## src/rtl/panel_scroll_ctrl.sv

```systemverilog
// Scroll timing for the LED panel: drives the shared {sel1,sel0} cell-mux select and tracks the scroll offset.
// All outputs registered; a shift code lasts one clk and lands P = TICK_DIV >> speed clks after start.
module panel_scroll_ctrl #(
   parameter int TICK_DIV = 8,
   parameter int COLS     = 20,
   parameter int CNT_W    = 26
) (
   input  logic                     clk,
   input  logic                     rst,
   input  logic                     start,
   input  logic                     stop,
   input  logic                     pause,
   input  logic                     step,
   input  logic                     dir,
   input  logic                     loop,
   input  logic [1:0]               speed,
   output logic                     sel1,
   output logic                     sel0,
   output logic [$clog2(COLS)-1:0]  pos,
   output logic                     wrap,
   output logic                     busy
);
   localparam int POS_W = $clog2(COLS);
   localparam int SC_W  = $clog2(COLS + 1);
   localparam logic [CNT_W-1:0] TICK       = CNT_W'(TICK_DIV);
   localparam logic [POS_W-1:0] POS_MAX    = POS_W'(COLS - 1);
   localparam logic [SC_W-1:0]  SHOTS_LAST = SC_W'(COLS - 1);
   localparam logic [SC_W-1:0]  SHOTS_SAT  = SC_W'(COLS);

   typedef enum logic [1:0] {IDLE = 2'd0, RUN = 2'd1, PAUSE = 2'd2} state_t;

   state_t           state;
   logic [CNT_W-1:0] presc;
   logic [CNT_W-1:0] last_cnt;
   logic [SC_W-1:0]  shots;
   logic             counting;
   logic             terminal;
   logic             run_shift;
   logic             man_shift;
   logic             do_shift;
   logic             done;
   logic [POS_W-1:0] pos_next;
   logic             wrap_next;

   // The resume cycle (PAUSE + pause) already counts, so a pause/resume costs no period time.
   assign last_cnt  = (TICK >> speed) - CNT_W'(1);
   assign counting  = !stop && ((state == RUN && !pause) || (state == PAUSE && pause));
   assign terminal  = (presc >= last_cnt);
   assign run_shift = counting && terminal;
   assign man_shift = step && !stop && ((state == IDLE && !start) || (state == PAUSE && !pause));
   assign do_shift  = run_shift || man_shift;
   assign done      = run_shift && !loop && (shots >= SHOTS_LAST);

   always_comb begin
      pos_next  = pos;
      wrap_next = 1'b0;
      if (dir) begin
         if (pos == '0) begin
            pos_next  = POS_MAX;
            wrap_next = 1'b1;
         end else begin
            pos_next = pos - POS_W'(1);
         end
      end else begin
         if (pos == POS_MAX) begin
            pos_next  = '0;
            wrap_next = 1'b1;
         end else begin
            pos_next = pos + POS_W'(1);
         end
      end
   end

   always_ff @(posedge clk) begin
      if (rst) begin
         state <= IDLE;
         presc <= '0;
         shots <= '0;
         sel1  <= 1'b0;
         sel0  <= 1'b1;
         pos   <= '0;
         wrap  <= 1'b0;
         busy  <= 1'b0;
      end else begin
         // Hold code 01 by default; a shift overrides it for exactly one cycle.
         sel1 <= 1'b0;
         sel0 <= 1'b1;
         wrap <= 1'b0;
         if (do_shift) begin
            sel1 <= 1'b1;
            sel0 <= dir;
            pos  <= pos_next;
            wrap <= wrap_next;
         end

         if (stop) begin
            state <= IDLE;
            busy  <= 1'b0;
            presc <= '0;
         end else if (pause && state == RUN) begin
            state <= PAUSE;
         end else if (state == IDLE && start) begin
            state <= RUN;
            busy  <= 1'b1;
            presc <= '0;
            shots <= '0;
         end else if (pause && state == PAUSE) begin
            state <= RUN;
         end

         if (counting) begin
            if (terminal) begin
               presc <= '0;
               if (shots != SHOTS_SAT) shots <= shots + SC_W'(1);
               if (done) begin
                  state <= IDLE;
                  busy  <= 1'b0;
               end
            end else begin
               presc <= presc + CNT_W'(1);
            end
         end
      end
   end

endmodule
```

## config.mk

```make
export PLATFORM = sky130hd
export DESIGN_NAME = panel_scroll_ctrl
export DESIGN_NICKNAME = d
export VERILOG_FILES = /design/src/rtl/panel_scroll_ctrl.sv
export SDC_FILE = /design/constraint.sdc
export NUM_CORES = 1
export LEC_CHECK = 0
export BUFFER_PORTS_ARGS = -buffer_cell sky130_fd_sc_hd__clkbuf_2
export CORE_MARGIN = 8
export CORE_UTILIZATION = 53
export CTS_CLUSTER_SIZE = 25
export DETAILED_ROUTE_END_ITERATION = 12
export PLACE_DENSITY_LB_ADDON = 0.2
export SETUP_SLACK_MARGIN = 0.02
export SLEW_MARGIN = 20
export SYNTH_ARGS = -nofsm -noshare
export SYNTH_HDL_FRONTEND = slang
export SYNTH_SLANG_ARGS = --single-unit
export TNS_END_PERCENT = 1
```

## constraint.sdc

```tcl
create_clock -name clk -period 2.3 [get_ports clk]
set_clock_uncertainty 0.1 [all_clocks]
set_input_delay 0.345 -clock clk [delete_from_list [all_inputs] [get_ports clk]]
set_output_delay 0.345 -clock clk [all_outputs]
set_load 0.02 [all_outputs]
```

* Word level (Yosys, flattened, before mapping)
Index checks and enable logic that the tools add are counted.
** Cells by class
- $add $sub $neg :: 5
- $lt $le $gt $ge :: 2
- Equality and inequality tests :: 5
- Shift operators :: 1
- Muxes and demuxes :: 31
- Bitwise gates (word level) :: 1
- Reductions and logical operators :: 24
** Operator list (number)
- 26-bit 2-to-1 mux :: 5
- 5-bit 2-to-1 mux :: 9
- 26-bit by 1-bit adder with 26-bit output, second input constant :: 1
- 26-bit >= comparator :: 1
- 4-bit by 2-bit >> shifter with 26-bit output, first input constant :: 1
- 26-bit by 1-bit subtractor with 26-bit output, second input constant :: 1
- 2-bit 2-to-1 mux :: 7
- 1-bit logical AND :: 12
- 5-bit by 1-bit adder with 5-bit output, second input constant :: 2
- 1-bit 2-to-1 mux :: 10
- 5-bit equality test, second input constant :: 1
- 5-bit >= comparator, second input constant :: 1
- 5-bit zero test :: 1
- 5-bit != test, second input constant :: 1
- 5-bit by 1-bit subtractor with 5-bit output, second input constant :: 1
- 1-bit zero test :: 4
- 1-bit logical OR :: 3
- 3-bit != test, second input constant :: 1
- 3-bit nonzero test :: 1
- 2-bit by 1-bit equality test with 1-bit output, second input constant :: 1
- 2-bit equality test, second input constant :: 1
- 2-bit zero test :: 1
- 2-bit AND reduction :: 1
- 2-bit OR reduction :: 1
- 1-bit NOT :: 1
** Storage, ports and cells
- Flip-flop bits (word level) :: 42
- Input port bits :: 10
- Output and inout bits :: 9
- Word-level logic and storage cells :: 77

* Logic depth before layout (Yosys ltp)
Gate-level depths: netlist of the first run.
- Word-level depth :: 10
- Depth in mapped cells :: 8
- Depth with buffers taken out :: 7

* Least setup slack after synthesis of the first run
No wires, ideal clock.
- Path kind :: input -> register
- From :: in speed[0]
- To :: reg pos[1]
- Setup time :: 0.121 ns
- Data arrival time :: 1.965 ns
- Data required time :: 2.079 ns
- Path slack :: 0.114 ns
- Cell stages on the path :: 6
- Buffers on the path :: 0
- Cells stage by stage :: or2_2 -> ha_1 -> and2_1 -> a211o_1 -> a21boi_2 -> mux2_2
** On the way
- Longest elaborated chain between the ends :: 5
** Ends and longest elaborated chain
- from (decl) :: RTL line 16 : input logic [1:0] speed,
- 4-bit by 2-bit >> shifter with 26-bit output :: RTL line 46 : assign last_cnt = (TICK >> speed) - CNT_W'(1);
- 26-bit by 1-bit subtractor with 26-bit output :: RTL line 46
- 26-bit >= comparator :: RTL line 48 : assign terminal = (presc >= last_cnt);
- 1-bit logical AND :: RTL line 49 : assign run_shift = counting && terminal;
- 1-bit logical OR :: RTL line 51 : assign do_shift = run_shift || man_shift;
- to (signal assigned) :: RTL line 92 : pos <= pos_next;
- to (decl) :: RTL line 19 : output logic [$clog2(COLS)-1:0] pos,
No other way between the ends.
A chain may end at the register's enable or synchronous reset.

* Final worst setup path of the first run
- From :: reg presc[0]
- To :: reg pos[1]
** On the way
- Longest elaborated chain between the ends :: 3
** Ends and longest elaborated chain
- from (decl) :: RTL line 33 : logic [CNT_W-1:0] presc;
- from (signal assigned) :: RTL line 120 : presc <= presc + CNT_W'(1);
- 26-bit >= comparator :: RTL line 48
- 1-bit logical AND :: RTL line 49
- 1-bit logical OR :: RTL line 51
No other way between the ends.

==> impl.org, run 1 <==
** Clock network
- The tree built by TritonCTS fans out to between 40 and 50 sinks.
- H-tree lvl count :: 2
- Master cell of the clock root buffer :: sky130_fd_sc_hd__clkbuf_8
- Worst-case clock buffer depth :: 2
- Clock-pin slew on the worst setup and hold paths :: ~80 ps
- Number of buffers created by CTS :: 5
- Clock tree from TritonCTS :: yes
- The clock reaches the later pin of the worst-skew pair after around 290 ps.
- Hold repair after CTS inserted 0 buffers.

** Power
- Sequential power share :: 0.508
- Total power per unit cell area :: ~540 nW/um^2
- Part of the total power dissipated in the clock network :: 0.389
- VDD IR max :: 0.347 mV
- Total design power :: about 0.0015 W
- Of the total power, the share spent switching nets is 0.232.
- Proportion of power drawn by combinational gates :: 0.103
- Summed over all cells, the static leakage comes to just over 1 nW.
- Pint :: roughly 0.0011 W
- Sw power :: 0.000340 W

** Logic synthesis
- Register bit count reported by yosys :: 42
- Proportion of synthesized area in mux cells :: 0.0226
- EDFF count, synth :: 0
- Netlist cell types :: between 50 and 60
- Number of warning messages in the yosys log :: 0
- Of the total synthesized cell area, the portion taken by full adders, half adders and majority gates is 0.0485.
- Syn nets :: roughly 290
- Sorting the synthesized cells by area gives the leading types as sky130_fd_sc_hd__dfxtp_1 (36%), sky130_fd_sc_hd__nor2_1 (5.7%), sky130_fd_sc_hd__ha_1 (4.8%).
- For this run, the leading register cell type out of synthesis is sky130_fd_sc_hd__dfxtp_1.
- The compound-cell area share of the yosys netlist is 0.182.
- Synthesized-area fraction occupied by xor and xnor cells :: 0.0641
- Post-synth top area share :: 0.362
- Of the total synthesized cell area, the portion taken by AND, OR, NAND and NOR gates is 0.281.
- Synthesized area per cell :: about 8.5 sq um
- Cell count after synthesis :: roughly 270
- Share of async-settable or async-resettable flops after synthesis :: 0
- Most numerous cell in the Yosys netlist :: sky130_fd_sc_hd__dfxtp_1
- Most numerous cell types in the synthesized netlist :: sky130_fd_sc_hd__dfxtp_1 (42), sky130_fd_sc_hd__nor2_1 (35), sky130_fd_sc_hd__nand2_1 (14), sky130_fd_sc_hd__nand3_1 (13), sky130_fd_sc_hd__a21oi_1 (12)
- Of the synthesized area, sequential elements account for 0.362.
- Summed over all instances, the cell type with the most area after synthesis is sky130_fd_sc_hd__dfxtp_1.
- Summing every instance area after synthesis gives approximately 2300 sq um.
- Largest family of logic cells by synthesized area :: simple AND/OR/NAND/NOR gates

** STA
- Worst max-slew margin expressed relative to the limit :: 0.554
- Post-layout min period :: 2170 ps
- Top achievable clock speed :: 0.461 GHz
- At the pin with the least slew margin, the transition time is approximately 660 ps.
- The count of final max-slew check failures was 0.
- Setup repair after global routing left no endpoint under its margin.
- Count of endpoints failing hold in the final timing report :: 0
- Setup violations remaining at the end of the flow were counted as 0.
- Worst-case setup margin in the final layout :: 131 ps
- Ratio of final minimum period to clock period :: 0.943

** Detailed routing
- In this run, the number of DRC markers left after iteration 0 of detailed routing was just under 90.
- The detailed router placed 2082 vias in this run.
- Vias per inst :: 5.82
- Antenna-violating nets left :: 0
- Wires add up to roughly 5200 um.
- In the final routed layout, each cell accounts on average for ~15 um.
- After detailed routing, the number of remaining DRC violations is 0.
- First-pass detailed-route iteration total :: 4

** Placement
- The wire-length estimate of the detail-placed layout is just under 4000 um.
- RePlAce Congestion :: approximately 0.83
- IO buf count :: 18
- Once placement completed, the tool counted placed cells totaling 350.
- The placed instances occupy a cell area of 2570 sq um.
- OpenSTA, run right after detailed placement, puts the worst setup slack at -53.5 ps.

** Finish
- In the final layout, the share of cells above drive strength 1 is 0.206.
- Post-route cell area :: 2700 sq um
- Area Overhead vs Synth :: 16.3%
- Non-filler instance count after layout :: about 360
- 0 antenna diodes ended up in the layout.
- For this run, the post-layout net count is ~320.
- At the end of the flow the core is filled with cells to 0.629.

** Worst setup path
- Critical R2R Capture :: pos[1]
- Across all register-to-register paths, the minimum setup slack is roughly 130 ps.
- Startpoint of the most critical setup path :: presc[0]
- The critical path is of the reg2reg type.
- Worst Path Arrival :: around 2300 ps
- Worst flop-to-flop path startpoint :: presc[0]
- The worst setup path is launched from a flip-flop.
- Reg2Reg Depth :: 7
- Of all nets on the critical path, the largest fanout is 4.
- For the worst setup path, the data required time is approximately 2400 ps.
- Crit path capture type :: flip-flop

** Floorplan
- Area of the die :: 6760 sq um
- After floorplanning, the core was divided into 24 placement rows.
- DIE WIDTH :: slightly above 80 um
- 19 I/O pins were placed.
- The initial utilization of the core area, before any placement, comes to 0.541.
- The core region is 4290 sq um.
- DIE HEIGHT :: a little over 80 um

** Min path
- The worst hold path was traced through 2 stages.
- Launch point of the worst hold path :: stop
- Hold EP :: state[1]
- In this run the worst hold path is classified as in2reg.

** GRT
- Leftover overflow at the end of global routing :: 0
- Entering global routing, the biggest net connects 20 pins.
- The first global-routing pass estimated between 9000 and 10000 um of wire.
- Initial antenna violation count :: 0
- Via count of the first global-routing pass :: about 2000
- Overall routing resource usage :: 0.170

** Job
- Count of max-cap constraint violations :: 0

** Run status
- The flow ran to the end, and the final reports show no timing, DRC or antenna violations.
[worst max-delay path, cell delays in order, from the launching register on]
cell	delay (ps)
sky130_fd_sc_hd__dfxtp_2	350
sky130_fd_sc_hd__inv_1	60
sky130_fd_sc_hd__ha_1	270
sky130_fd_sc_hd__nand2b_1	130
sky130_fd_sc_hd__a21o_1	240
sky130_fd_sc_hd__a211o_1	330
sky130_fd_sc_hd__a21boi_2	230
sky130_fd_sc_hd__mux2_2	360
[cell families (layout without fill, tap and decap cells)]
kind of cell,count (synthesis),count (layout)
and+or+nand+nor,122,122
AOI/OAI and AO/OA,54,54
DFF,42,42
buffers and inverters,22,56
xor gates and xnor gates,17,17
adders and majority gates,9,9
muxes,5,5
other,1,1
[power groups by stage]
stage	logic (W)	clock network [W]	registers, W
6_report	0.000151	0.000570	0.000743
5_1_grt	0.000168	0.000608	0.000744
4_1_cts	0.000149	0.000580	0.000742
3_5_place_dp	0.000148	0	0.000760
3_3_place_gp	0.000146	0	0.000759
2_1_floorplan	0.0000916	0	0.000764
[per-layer routing]
metal	GRT usage	routed length, um	up-vias	share of wire
met5	0	0	-	0
met4	0.0684	75	0	0.014
met3	0.0368	147	6	0.028
met2	0.299	2660	35	0.51
met1	0.193	2320	988	0.45
li1	-	-	1053	-
[stage by stage]
| stage | TNS [ps] | hold WS (ps) |
|---|---|---|
| global route | 0 | 326 |
| finish | 0 | 299 |
| global placement | 0 | 350 |
| CTS | 0 | 287 |
| floorplan | 0 | 352 |
| detailed placement | -283 | 359 |
[cell usage in the layout, fill, tap and decap left out, types with 3 or more instances in the layout]
cell type | synthesis | final
sky130_fd_sc_hd__dfxtp_1 | 42 | 41
sky130_fd_sc_hd__nor2_1 | 35 | 35
sky130_fd_sc_hd__buf_4 | 0 | 19
sky130_fd_sc_hd__clkbuf_2 | 0 | 18
sky130_fd_sc_hd__nand2_1 | 14 | 14
sky130_fd_sc_hd__nand3_1 | 13 | 13
sky130_fd_sc_hd__a21oi_1 | 12 | 12
sky130_fd_sc_hd__inv_1 | 11 | 11
sky130_fd_sc_hd__nand4_1 | 10 | 10
sky130_fd_sc_hd__xnor2_1 | 9 | 9
sky130_fd_sc_hd__ha_1 | 9 | 9
sky130_fd_sc_hd__and3_1 | 8 | 8
sky130_fd_sc_hd__xor2_1 | 8 | 8
sky130_fd_sc_hd__nor4_1 | 9 | 7
sky130_fd_sc_hd__a31oi_1 | 6 | 6
sky130_fd_sc_hd__a211o_1 | 5 | 5
sky130_fd_sc_hd__o21ai_0 | 5 | 5
sky130_fd_sc_hd__clkbuf_8 | 0 | 5
sky130_fd_sc_hd__nand2b_1 | 4 | 4
sky130_fd_sc_hd__and2_1 | 4 | 4
sky130_fd_sc_hd__nor3_1 | 4 | 4
sky130_fd_sc_hd__and4_1 | 4 | 4
sky130_fd_sc_hd__mux2i_1 | 3 | 3
sky130_fd_sc_hd__a21o_1 | 3 | 3
sky130_fd_sc_hd__nor2b_1 | 3 | 3
[timing repair]
action / 4_1_cts / 5_1_grt
resized for setup: 0 / 5
endpoints found under the hold margin: 0 / 0
buffers inserted: 0 / 0
setup endpoints to repair: 0 / 30
[state kept, by name (all words and copies together), names as in the netlist]
register,flops
presc,26
pos,5
shots,5
state,2
busy,1
sel0,1
sel1,1
wrap,1
[cell type report]
| class | instances | area, sq um |
|---|---|---|
| fillers | 401 | 1590 |
| multi-input cells | 208 | 1420 |
| flip-flops and latches | 42 | 842 |
| repair buffers | 37 | 233 |
| clock buffers | 7 | 76.3 |
| well taps | 52 | 65.1 |
| inverters | 11 | 41.3 |
| clock inverters | 1 | 30.0 |
[worst max path at each step]
stage,endpoint,slack (ps),depth (start not counted)
after global routing,pos[1],30,6
after CTS,pos[1],60,6
final,pos[1],130,7
after floorplan,pos[1],110,6
after global placement,pos[1],10,8
after detailed placement,pos[1],-50,8
Power figures use the tool's default switching activity.
==> run 2, diff against run 1 <==
CTS_BUF_LIST = sky130_fd_sc_hd__clkbuf_4 sky130_fd_sc_hd__clkbuf_8 sky130_fd_sc_hd__clkbuf_16   (was unset)
==> impl.org, run 2 (synthesized netlist as in run 1, its figures left out) <==
** Min path
- Worst hold path class :: in2reg
- Hold EP :: state[1]
- Hold Crit Depth :: 2
- Launch point of the worst hold path :: stop

** Finish
- Largest registers :: presc (26), pos (5), shots (5)
- The number of antenna diodes in the final layout is 0.
- Final Core Density :: 0.631
- The finished cells cover ~2700 sq um.
- The library cell used most frequently in the layout, excluding fill and tap cells, is sky130_fd_sc_hd__dfxtp_1.
- The register with the most flip-flops in the layout has 26 of them.
- The library cells used most frequently in the layout, excluding fill and tap cells, are sky130_fd_sc_hd__dfxtp_1 (41), sky130_fd_sc_hd__nor2_1 (35), sky130_fd_sc_hd__buf_4 (19).
- Non-filler instance count after layout :: between 300 and 400
- For this run, the post-layout net count is 324.
- Relative to the synthesized area, the layout overhead comes to 16.6%.
- Of the cells placed in the final design, the portion with a size suffix greater than 1 is 0.212.
- More flip-flops sit in one register than any other, and that register is presc.

** STA
- The final hold violation count came to 0.
- Ratio of final minimum period to clock period :: 0.944
- Worst max-slew margin expressed relative to the limit :: 0.543
- Unrepaired setup endpoints after global routing :: false
- Counting I/O delays and the setup requirement, the final critical path takes 2170 ps.
- Final setup violating endpoints :: 0
- For this run, the top clock speed supported by timing is roughly 0.46 GHz.
- Count of final max-slew check failures :: 0
- Transition at the pin with the smallest max-transition slack :: approximately 680 ps

** Worst setup path
- CP Class :: reg2reg
- In this design, the stage delay of the slowest critical-path cell is 360 ps.
- The worst setup path is captured at a flip-flop.
- The endpoint identified for the worst register-to-register timing path is pos[4].
- Req. time, crit path :: about 2400 ps
- Sequence of cells on the critical path :: inv_1 -> ha_1 -> nand2b_1 -> a21o_1 -> a211o_1 -> a21boi_2 -> mux2_2
- CP startpoint kind :: flip-flop
- Worst flop-to-flop path startpoint :: presc[0]
- Max stage delay cell, worst path :: sky130_fd_sc_hd__mux2_2
- Reg2Reg Depth :: 7
- In this run the register-to-register setup slack is around 130 ps.
- Maximum fanout count along the critical path :: 4
- Data on the critical path arrives at its endpoint at around 2300 ps.

** Detailed routing
- Vias per inst :: 5.86
- Routed vias :: between 2000 and 2500
- For this run, the detailed router's first-pass iteration total came to 4.
- Detailed-route wire length per cell :: around 15 um
- In this run, the number of DRC markers left after iteration 0 of detailed routing was 95.
- Wirelength, routed :: 5240 um
- For this run, design rule violations remaining after detail routing come to 0.
- Antenna-violating nets left :: 0

** GRT
- The total overflow left after global routing is 0.
- Overall routing resource usage :: 0.170
- Via count of the first global-routing pass :: around 2000
- Entering global routing, the biggest net connects 20 pins.
- First-pass GRT wire length :: 9150 um
- Initial antenna violation count :: 0

** Floorplan
- DIE HEIGHT :: 82.2 um
- The core region is 4290 sq um.
- DIE WIDTH :: ~82 um
- Row count :: 24
- For this configuration, the core starts out at a cell density of 0.541.
- Area of the die :: just under 7000 sq um
- In this run the count of I/O pins placed on the die edge is 19.

** Power
- Across the VDD grid, the largest voltage drop is around 0.35 mV.
- Leakage power :: about 1.0 nW
- Total power per unit cell area :: roughly 550 nW/um^2

** Clock network
- Quantity of hold-fixing buffers added after cts :: 0
- Number of buffers created by CTS :: 5
- Clock sinks :: 42
- H-tree lvl count :: 2
- TritonCTS built the clock tree.
- Worst-case clock buffer depth :: 2
- The clock reaches the later pin of the worst-skew pair after a little under 300 ps.
- Clock-pin slew on the worst setup and hold paths :: ~80 ps
- Post-CTS timing repair inserted 0 buffers for setup.
- Master cell of the clock root buffer :: sky130_fd_sc_hd__clkbuf_8

** Placement
- The wire-length estimate of the detail-placed layout is just under 4000 um.
- Routability-driven placement finished with a final weighted congestion of between 0.8 and 0.9.
- The number of placed instances, taps included, is 350.
- Once placement finished, the instance area stood at roughly 2600 sq um.
- The count of buffers added on input and output ports is 18.

** Run status
- Status :: finished clean

** Job
- Count of max-cap constraint violations :: 0
## run 2: cell count changes in the layout (fill, tap and decap cells not counted)
cell,change
sky130_fd_sc_hd__clkbuf_4,+2
sky130_fd_sc_hd__clkbuf_1,-2
## run 2: metal layers
layer	up-vias	routed length [um]	global-route usage
li1	1055	-	-
met2	47	2710	0.303
met1	990	2260	0.193
met5	-	0	0
met4	0	75	0.0684
met3	6	191	0.0368
## run 2: where the power goes
group / total (W) / leakage [nW] / switching, W / internal (W)
registers: 0.000743 / 0.339 / 0.00000917 / 0.000733
logic: 0.000151 / 0.634 / 0.0000862 / 0.0000644
clock network: 0.000594 / 0.0593 / 0.000245 / 0.000349
total: 0.00149 / 1.03 / 0.000341 / 0.00115
## run 2: how the worst max path moves through the flow
stage	endpoint	cells after the start	slack [ps]	start
after floorplan	pos[1]	6	110	speed[0]
after global placement	pos[1]	8	10	speed[0]
after detailed placement	pos[1]	8	-50	speed[1]
after CTS	pos[1]	6	60	presc[21]
after global routing	pos[1]	6	30	presc[21]
final	pos[4]	7	130	presc[0]
## run 2: area by class of cell
class / instances / area [sq um]
Fill cell: 397 / 1580
Multi-Input combinational cell: 208 / 1420
Sequential cell: 42 / 842
Timing Repair Buffer: 37 / 233
Clock buffer: 7 / 83.8
Tap cell: 52 / 65.1
Inverter: 11 / 41.3
Clock inverter: 1 / 30.0
## run 2: metrics by stage
step	setup WS, ps	hold slack [ps]	power, W	setup TNS [ps]
6_report	129	299	0.00149	0
5_1_grt	29.4	326	0.00154	0
4_1_cts	64.3	287	0.00149	0
3_5_place_dp	-53.5	359	0.000908	-283
3_3_place_gp	11.4	350	0.000906	0
2_1_floorplan	114	352	0.000856	0
## run 2: worst max-delay path, delay by kind of cell (launching register included)
family,cells,cell delay [ps]
flops,1,350
compound gates,3,800
simple gates,1,130
buf+inv,1,60
fa+ha+maj,1,270
mux,1,360
## run 2: timing repair
action | 4_1_cts | 5_1_grt
setup endpoints to repair | 0 | 30
endpoints found under the hold margin | 0 | 0
gates resized for setup | 0 | 5
==> run 3, diff against run 2 <==
ABC_AREA = 1   (was unset)
==> impl.org, run 3 <==
** Detailed routing
- After detailed routing, the number of remaining DRC violations is 0.
- Antenna-violating nets left :: 0
- Wirelength, routed :: 3670 um
- Dividing the detail-routed wire length by the instance count gives 10.4 um.
- Vias per inst :: between 4 and 5
- The first routing iteration left about 110 violations.
- Routed vias :: between 1500 and 2000
- The first TritonRoute pass finished after 4 iterations.

** Finish
- Most common library cell in the layout ignoring fill and taps :: sky130_fd_sc_hd__nand2_1
- Compared with the post-synthesis result, the final layout area differs by 12.6%.
- The top cell types in the final layout, fill and taps aside, are sky130_fd_sc_hd__nand2_1 (50), sky130_fd_sc_hd__dfxtp_1 (42), sky130_fd_sc_hd__nor2_1 (41).
- Antenna Diode Count :: 0
- Layout cells sized above 1 :: 0.172
- Flip-flop count of the largest register, all copies and words added :: 26
- Fin nets :: 320
- Largest registers :: presc (26), pos (5), shots (5)
- Ranked by flip-flop count, first place goes to presc.

** GRT
- Met2 Usage GRT :: 0.200
- Leftover overflow at the end of global routing :: 0
- The first global-routing pass estimated 6360 um of wire.
- In the global route stage, met1 resource usage came out at 0.152.
- Met3 capacity usage during global routing :: 0.0395
- Most used routing layer :: met2
- Via count of the first global-routing pass :: 1474
- Initial antenna violation count :: 0
- For this run, the total global-route usage over all layers was measured as 0.125.
- Entering global routing, the biggest net connects 29 pins.

** Floorplan
- During I/O placement, the number of pins put on the boundary was 19.
- The die covers between 6000 and 7000 sq um.
- DIE HEIGHT :: just under 80 um
- Placeable Area :: 3880 sq um
- Row generation in the floorplan step produced 23 rows.
- Initial core utilization :: 0.538
- Measured along the x axis, the die boundary spans about 80 um.

** Clock network
- For this design, the CTS-stage hold fixing added 0 buffers.
- After clock tree synthesis, the clock-pin slew on the worst setup and hold paths is 80 ps.
- CTS saw 42 sinks.
- TritonCTS created 5 clock buffers.
- Master cell of the clock root buffer :: sky130_fd_sc_hd__clkbuf_8
- In this run the number of H-tree levels came out at 2.
- The number of setup buffers added after CTS is 0.
- The later pin in the worst-skew pair is clocked with a latency of roughly 290 ps.
- The clock passes through at most 2 buffers.
- CTS-repair resized insts :: 0
- TritonCTS built the clock tree.

** STA
- The final hold violation count is 0.
- Setup repair after global routing left no endpoint under its margin.
- Timing would allow up to 0.551 GHz.
- Count of final max-slew check failures :: 0
- Worst-case setup margin in the final layout :: approximately 480 ps
- Ratio of final minimum period to clock period :: 0.789
- The routed design could run at a clock period as short as approximately 1800 ps.
- Final setup violating endpoints :: 0
- Total negative slack :: 0 ps

** Logic synthesis
- Synth Flop Type :: sky130_fd_sc_hd__dfxtp_1
- Netlist cell types :: 33
- EDFF count, synth :: 0
- The average instance in the mapped netlist occupies 7.44 sq um.
- The synthesized netlist occupies a cell area of about 2100 sq um.
- Synthesis produced about 280 cells.
- Yosys instantiated no cell more often than sky130_fd_sc_hd__nand2_1.
- For this run, the register share of the synthesized area comes to 0.402.
- Of the post-synthesis cell area, the dominant cell type holds 0.402.
- By count the netlist is led by sky130_fd_sc_hd__nand2_1 (50), sky130_fd_sc_hd__dfxtp_1 (42), sky130_fd_sc_hd__nor2_1 (41), sky130_fd_sc_hd__inv_1 (38), sky130_fd_sc_hd__nand3_1 (16).
- Dominant cell type by area after synthesis :: sky130_fd_sc_hd__dfxtp_1
- Synthesis inferred between 40 and 50 register bits.
- For this run, asynchronously set or reset flops after synthesis account for 0.
- For this run, the number of Yosys warnings is 0.
- In the post-synthesis netlist, the biggest area contributors are sky130_fd_sc_hd__dfxtp_1 (40%), sky130_fd_sc_hd__nand2_1 (9.0%), sky130_fd_sc_hd__nor2_1 (7.4%).
- Synthesis produced a netlist with a net count of 300.

** Min path
- The worst hold path terminates at state[1].
- Worst hold path class :: in2reg
- Counting instances, the worst hold path has a depth of 2.
- The startpoint identified for the worst hold timing path is pause.

** Worst setup path
- STA classifies the critical path startpoint as a flip-flop.
- Crit path capture type :: flip-flop
- The worst register-to-register path begins at presc[0].
- Cell repeated most along the worst path :: sky130_fd_sc_hd__nand2_1
- For the worst setup path, the data required time is about 2400 ps.
- Worst R2R Setup Slack :: 480 ps
- The setup path with the least slack is of type reg2reg.
- Critical R2R Capture :: pos[3]
- Worst Path Arrival :: 1950 ps
- Stage delay of the slowest cell on the critical path :: approximately 350 ps
- The largest individual stage delay along the critical path comes from the cell sky130_fd_sc_hd__dfxtp_1.
- In this run the worst path has a maximum fanout of 9.
- Sequence of cells on the critical path :: inv_1 -> ha_1 -> o21ai_0 -> nand2_1 -> nand2_1 -> nand3_4 -> nand2_4 -> nand2_8 -> nand2_1 -> nand2_1 -> nor2_1
- Counting cells, the worst reg-to-reg path comes to 11.

** Power
- The share of total power dissipated in the clock network is 0.442.
- Of the total power, the share spent switching nets is 0.225.
- The worst-case IR drop observed on VDD is roughly 0.34 mV.
- Total power per unit cell area :: about 700 nW/um^2
- Sw power :: 0.000363 W
- Total design power :: roughly 0.0016 W
- Pint :: about 0.0013 W
- Of the total power, registers draw 0.464.
- Proportion of power drawn by combinational gates :: 0.095
- The analysis attributes to cell leakage a power of between 1 and 1.5 nW.

** Run status
- The flow ran to the end, and the final reports show no timing, DRC or antenna violations.

** Placement
- Port buffering added 18 buffers.
- The HPWL after detailed placement is ~2700 um.
- Timing analysis after detailed placement gives a worst setup slack of between 200 and 300 ps.
- At the end of routability-driven placement, the weighted congestion stood at 0.781.

** Job
- Count of max-cap constraint violations :: 0
[run 3: worst max-delay path by stage]
stage | from | end | slack (ps) | depth (start not counted)
after floorplan | speed[0] | pos[3] | 520 | 12
after global placement | speed[0] | pos[3] | 340 | 13
after detailed placement | speed[0] | pos[3] | 290 | 14
after CTS | presc[0] | pos[3] | 460 | 11
after global routing | presc[0] | pos[3] | 320 | 11
final | presc[0] | pos[3] | 480 | 11
[run 3: cells by family after synthesis]
family	Yosys count	share of synthesized area
AO/OA/AOI/OAI	29	0.0838
XOR/XNOR	8	0.0335
adder cells (fa/ha/maj)	9	0.0539
other	1	0.00179
AND/OR/NAND/NOR	142	0.326
buffers and inverters	50	0.0993
flip-flops	42	0.402
[run 3: cell type report]
| class | count | area [sq um] |
|---|---|---|
| Inverter | 43 | 161 |
| Timing Repair Buffer | 20 | 105 |
| Clock buffer | 6 | 82.6 |
| Sequential cell | 42 | 841 |
| Clock inverter | 2 | 60.1 |
| Fill cell | 378 | 1530 |
| Multi-Input combinational cell | 189 | 1040 |
| Tap cell | 50 | 62.6 |
[run 3: worst max-delay path, delay by kind of cell (launching register included)]
| family | cells | cell delay [ps] |
|---|---|---|
| and+or+nand+nor | 8 | 780 |
| adders and majority gates | 1 | 280 |
| DFF | 1 | 350 |
| buffers and inverters | 1 | 80 |
| AOI/OAI and AO/OA | 1 | 160 |
[run 3: per-stage QoR]
| stage | hold WS, ps | utilization | instance area, sq um | instances |
|---|---|---|---|---|
| 3_5_place_dp | 329 | 0.569 | 2210 | 344 |
| 5_1_grt | 196 | 0.606 | 2350 | 352 |
| 6_report | 191 | 0.606 | 2350 | 352 |
| 4_1_cts | 182 | 0.606 | 2350 | 352 |
| 3_3_place_gp | 327 | 0.569 | 2210 | 344 |
| 2_1_floorplan | 317 | - | 2090 | 281 |
[run 3: power by group through the flow]
stage	sequential, W	clock [W]	combinational (W)
after floorplan	0.000772	0	0.000112
after global placement	0.000766	0	0.000152
after detailed placement	0.000766	0	0.000154
after CTS	0.000749	0.000728	0.000154
after global routing	0.000750	0.000754	0.000174
final	0.000749	0.000713	0.000153
[run 3: routing by layer]
metal / part of all wire / wire length [um]
met1: 0.51 / 1860
met2: 0.44 / 1620
met3: 0.038 / 138
met4: 0.014 / 53
met5: 0 / 0
